**config.mk**
```make
export PLATFORM = sky130hd
export DESIGN_NAME = quadrature_step_decoder
export DESIGN_NICKNAME = d
export VERILOG_FILES = /design/src/rtl/quadrature_step_decoder.sv
export SDC_FILE = /design/constraint.sdc
export NUM_CORES = 1
export LEC_CHECK = 0
export BUFFER_PORTS_ARGS = -buffer_cell sky130_fd_sc_hd__buf_2
export CORE_ASPECT_RATIO = 0.75
export CORE_UTILIZATION = 40
export CTS_BUF_LIST = sky130_fd_sc_hd__clkbuf_4 sky130_fd_sc_hd__clkbuf_8
export CTS_CLUSTER_DIAMETER = 150
export DETAILED_ROUTE_END_ITERATION = 16
export GPL_TIMING_DRIVEN = 0
export PLACE_DENSITY_LB_ADDON = 0.12
export REMOVE_ABC_BUFFERS = 1
export SLEW_MARGIN = 20
export SYNTH_ARGS = -nofsm -noshare
export SYNTH_HDL_FRONTEND = slang
export SYNTH_SLANG_ARGS = --single-unit
```
**constraint.sdc**
```tcl
create_clock -name clk -period 4.9 [get_ports clk]
set_input_delay 0.245 -clock clk [delete_from_list [all_inputs] [get_ports clk]]
set_output_delay 0.245 -clock clk [all_outputs]
set_load 0.005 [all_outputs]
```
**src/rtl/quadrature_step_decoder.sv**
```systemverilog
// Quadrature encoder decoder: synchronizes and debounces A/B,
// accumulates legal transitions into steps and a wrapping position.
module quadrature_step_decoder #(
    parameter int FILTER_CYCLES  = 4,
    parameter int EDGES_PER_STEP = 4,
    parameter int COUNT_WIDTH    = 7
) (
    input  logic                   clk,
    input  logic                   reset,
    input  logic                   en,
    input  logic                   enc_A,
    input  logic                   enc_B,
    input  logic                   pos_clear,
    output logic                   step_pulse,
    output logic                   step_dir,
    output logic [COUNT_WIDTH-1:0] position,
    output logic                   seq_err
);

    typedef enum logic {INIT = 1'b0, RUN = 1'b1} state_t;

    localparam logic [3:0] FILT_LAST = 4'(FILTER_CYCLES - 1);
    localparam logic signed [3:0] EDGE_POS = 4'(EDGES_PER_STEP);
    localparam logic signed [3:0] EDGE_NEG = -EDGE_POS;
    localparam logic [COUNT_WIDTH-1:0] ONE = COUNT_WIDTH'(1);

    state_t state, state_next;

    // Bit 1 carries channel A, bit 0 channel B throughout.
    logic [1:0] sync1, sync2, filt, prev;
    logic [3:0] cnt [2];
    logic [3:0] stab_cnt;
    logic signed [3:0] acc, acc_sum, delta;
    logic stable, bad, step_fwd, step_rev, active;

    always_ff @(posedge clk or posedge reset) begin
        if (reset) begin
            sync1 <= '0;
            sync2 <= '0;
        end else begin
            sync1 <= {enc_A, enc_B};
            sync2 <= sync1;
        end
    end

    always_ff @(posedge clk or posedge reset) begin
        if (reset) begin
            filt <= '0;
            for (int i = 0; i < 2; i++) cnt[i] <= '0;
        end else begin
            for (int i = 0; i < 2; i++) begin
                if (sync2[i] != filt[i]) begin
                    if (cnt[i] == FILT_LAST) begin
                        filt[i] <= sync2[i];
                        cnt[i]  <= '0;
                    end else begin
                        cnt[i] <= cnt[i] + 4'd1;
                    end
                end else begin
                    cnt[i] <= '0;
                end
            end
        end
    end

    // Baseline is only trusted once raw, synchronized and filtered levels agree.
    assign stable = (sync1 == sync2) && (sync2 == filt);
    assign active = (state == RUN) && en;

    always_comb begin
        state_next = state;
        delta      = '0;
        bad        = 1'b0;
        case (state)
            INIT: if (stable && stab_cnt == FILT_LAST) state_next = RUN;
            RUN:  state_next = RUN;
            default: state_next = INIT;
        endcase
        case ({prev, filt})
            4'b0001, 4'b0111, 4'b1110, 4'b1000: delta = 4'sd1;
            4'b0010, 4'b1011, 4'b1101, 4'b0100: delta = -4'sd1;
            4'b0011, 4'b1100, 4'b0110, 4'b1001: bad = 1'b1;
            default: delta = '0;
        endcase
        acc_sum  = acc + delta;
        step_fwd = active && !bad && (acc_sum == EDGE_POS);
        step_rev = active && !bad && (acc_sum == EDGE_NEG);
    end

    always_ff @(posedge clk or posedge reset) begin
        if (reset) begin
            state    <= INIT;
            stab_cnt <= '0;
            prev     <= '0;
        end else begin
            state <= state_next;
            prev  <= filt;
            if (state == INIT && stable) stab_cnt <= stab_cnt + 4'd1;
            else stab_cnt <= '0;
        end
    end

    always_ff @(posedge clk or posedge reset) begin
        if (reset) begin
            step_pulse <= 1'b0;
            step_dir   <= 1'b0;
            seq_err    <= 1'b0;
            position   <= '0;
            acc        <= '0;
        end else begin
            step_pulse <= 1'b0;
            seq_err    <= active && bad;
            if (pos_clear) begin
                position <= '0;
                acc      <= '0;
            end else if (!active || bad) begin
                acc <= '0;
            end else if (step_fwd) begin
                step_pulse <= 1'b1;
                step_dir   <= 1'b1;
                position   <= position + ONE;
                acc        <= '0;
            end else if (step_rev) begin
                step_pulse <= 1'b1;
                step_dir   <= 1'b0;
                position   <= position - ONE;
                acc        <= '0;
            end else begin
                acc <= acc_sum;
            end
        end
    end

endmodule

```
==> results.sh <==
export IMPL_status="complete, no violations"
export IMPL_required_ns=5.12
export IMPL_drv_cap=0
export IMPL_synthAdderAreaFrac_pct=10.2
export IMPL_reg2reg_slack_ns=0.79
export IMPL_async_flop_share_pct=100
export IMPL_hold_viol_final=0
export IMPL_synth_top_family_by_area="simple AND/OR/NAND/NOR gates"
export IMPL_grt_max_degree=36
export IMPL_relSlewSlack_pct=52.3
export IMPL_drc_errors=0
export IMPL_ys_types=39
export IMPL_r2r_end="position[6]"
export IMPL_fin_setup_tns_ns=0
export IMPL_finalCritPeriodShare_pct=83.8
export IMPL_antenna_found_initial=0
export IMPL_finalWirelength_um=2790
export IMPL_r2r_cells=13
export IMPL_dp_hpwl_um=2010
export IMPL_rsz0062_at_grt="false"
export IMPL_htree_levels=2
export IMPL_power_frac_comb_pct=32.5
export IMPL_power_uw=876
export IMPL_synthCells=144
export IMPL_antenna_left=0
export IMPL_ys_warn_count=0
export IMPL_power_frac_clock_pct=26.5
export IMPL_setup_viol=0
export IMPL_track_usage_pct=15.2
export IMPL_rows=20
export IMPL_cp_endpoint="position[6]"
export IMPL_num_antenna_cells=0
export IMPL_synthTopCellsByCount="dfrtp_1 (35), nor2_1 (13), ha_1 (11), xor2_1 (9), xnor2_1 (8)"
export IMPL_drt_iter0_markers=42
export IMPL_cts_sinks=35
export IMPL_p_sw_share_pct=33.9
export IMPL_synth_compound_area_share_pct=9.10
export IMPL_cts_made_buffers=5
export IMPL_syn_to_final_growth_pct=12.8
export IMPL_drive_gt1_share_pct=23.2
export IMPL_synth_edf_count=0
export IMPL_cts_tree="done"
export IMPL_synth_area_leader_cell="dfrtp_1"
export IMPL_ys_ff_latch=35
export IMPL_pre_cts_ws_ns=0.834
export IMPL_crit_type="flop to flop"
export IMPL_path_clk_slew_ns=0.07
export IMPL_die_h_um=59.2
export IMPL_seqPwrFrac_pct=40.9
export IMPL_max_freq_mhz=244
export IMPL_ys_top_cells_by_area="dfrtp_1 (50%), ha_1 (7.9%), xor2_1 (4.5%)"
export IMPL_clock_latency_ns=0.29
export IMPL_num_vias=1062
export IMPL_syn_area_um2=1750
export IMPL_arrival_ns=4.33
export IMPL_vias_per_cell=4.85
export IMPL_timing_final_ws_setup_ns=0.793
export IMPL_gp_congestion=0.762
export IMPL_power_density_nw_per_um2=445
export IMPL_worst_setup_path_start_kind="flop"
export IMPL_synth_top_area_share_pct=50.2
export IMPL_power_switching_uw=297
export IMPL_r2r_start="filt[0]"
export IMPL_hold_path_class="input port to flop"
export IMPL_postSynthAreaPerCell_um2=12.1
export IMPL_cp_max_fo=7
export IMPL_skew_ns=0.00609
export IMPL_initial_core_util_pct=42.5
export IMPL_ir_drop_uv=200
export IMPL_yosys_area_share_simple_pct=15.6
export IMPL_die_area_um2=4630
export IMPL_whs_path_depth=1
export IMPL_portBuffers=15
export IMPL_firstDrtPassIters=4
export IMPL_post_cts_setup_buffers=0
export IMPL_post_cts_resized=0
export IMPL_synth_main_ff_cell="dfrtp_1"
export IMPL_wl_per_cell_um=12.7
export IMPL_cts_max_path_buffers=2
export IMPL_grt_overflow_total=0
export IMPL_clockRootBuffer="clkbuf_8"
export IMPL_die_x_um=78.3
export IMPL_yosysSeqAreaShare_pct=50.2
export IMPL_grt_first_pass_wirelength_um=5130
export IMPL_worstMarginPinSlew_ns=0.714
export IMPL_leakagePower_nw=0.942
export IMPL_critical_path_startpoint="filt[0]"
export IMPL_core_area_um2=4100
export IMPL_intPower_uw=579
export IMPL_whs_ns=0.0650
export IMPL_cts_hold_buf=0
export IMPL_ios=16
export IMPL_utilization_pct=48.0
export IMPL_fillers=379
export IMPL_synth_xor_area_share_pct=9.96
export IMPL_end_kind="flop"
export IMPL_drv_slew=0
export IMPL_period_minus_slack_ns=4.11
export IMPL_yosysMostFrequentCell="dfrtp_1"
export IMPL_grt_pass1_vias=1103
export IMPL_synthMuxAreaShare_pct=2.80
export IMPL_layout_nets=182
## how the worst min path moves through the flow
stage	start	to
6_report	enc_A	sync1[1]
5_1_grt	enc_A	sync1[1]
4_1_cts	enc_A	sync1[1]
3_5_place_dp	enc_A	sync1[1]
3_3_place_gp	enc_A	sync1[1]
2_1_floorplan	enc_B	sync1[0]
## kinds of logic after synthesis
logic type               count (synthesis)
AND/OR/NAND/NOR                         44
flip-flops                              35
adder cells (fa/ha/maj)                 13
AO/OA/AOI/OAI                           23
multiplexers                             4
buffers and inverters                    7
XOR/XNOR                                18
## cells in the final DEF (no fill, tap or decap), types with 2 or more instances in the layout
| cell type | instances |
|---|---|
| a21o_1 | 3 |
| nor2_2 | 2 |
| nor3b_1 | 2 |
| mux2_2 | 3 |
| and2_1 | 2 |
| nor4_1 | 2 |
| nand2_1 | 4 |
| nor2b_1 | 2 |
| ha_1 | 11 |
| xnor2_1 | 8 |
| nand3_1 | 4 |
| a22o_1 | 5 |
| inv_1 | 3 |
| clkbuf_8 | 7 |
| o21bai_1 | 3 |
| dfrtp_1 | 35 |
| fa_1 | 2 |
| o21ai_0 | 2 |
| a21oi_1 | 6 |
| buf_2 | 15 |
| nor2_1 | 13 |
| nor3_1 | 4 |
| xor2_1 | 9 |
## area by class of cell
cell class	instances	area (um2)	area share (%)
sequential	35	876	44.5
clock buffer	8	104	5.27
multi-input combinational	102	831	42.2
tap	55	68.8	3.49
inverter	4	15.0	0.762
timing repair buffer	15	75.1	3.81
## power by group through the flow
stage,Combinational [mW],Clock [mW],Sequential [mW]
final,0.285,0.233,0.359
after global routing,0.321,0.256,0.366
after CTS,0.288,0.243,0.360
after detailed placement,0.285,0,0.365
after global placement,0.277,0,0.362
after floorplan,0.239,0,0.356
## worst max-delay path, stage by stage, from the launching register on
cell and delay [ns]:
dfrtp_1 0.48, xor2_1 0.28, xor2_1 0.18, ha_1 0.20, fa_1 0.50, nor4_4 0.47
nand2_1 0.28, fa_1 0.48, a211oi_1 0.33, o21bai_1 0.13, a21oi_1 0.23, xor2_1 0.21
nand3_1 0.11, a21oi_2 0.15
## metrics by stage
step | cells | area, um2
finish | 219 | 1970
global route | 219 | 1970
CTS | 219 | 1970
detailed placement | 211 | 1870
global placement | 211 | 1870
floorplan | 141 | 1720
## routing by layer
layer / track usage [%] / wire (um) / up-vias
met5: 0 / 0 / -
met4: 5.56 / 33 / 0
met3: 6.00 / 92 / 4
met2: 23.2 / 1210 / 12
met1: 19.7 / 1460 / 508
li1: - / - / 538
## registers in the layout (all words and copies together), names as in the netlist, 2 cells and up
name / cells
cnt: 8
prev: 2
acc: 4
stab_cnt: 4
position: 7
sync1: 2
filt: 2
sync2: 2
Note: power is estimated with default switching activity, not from simulation.
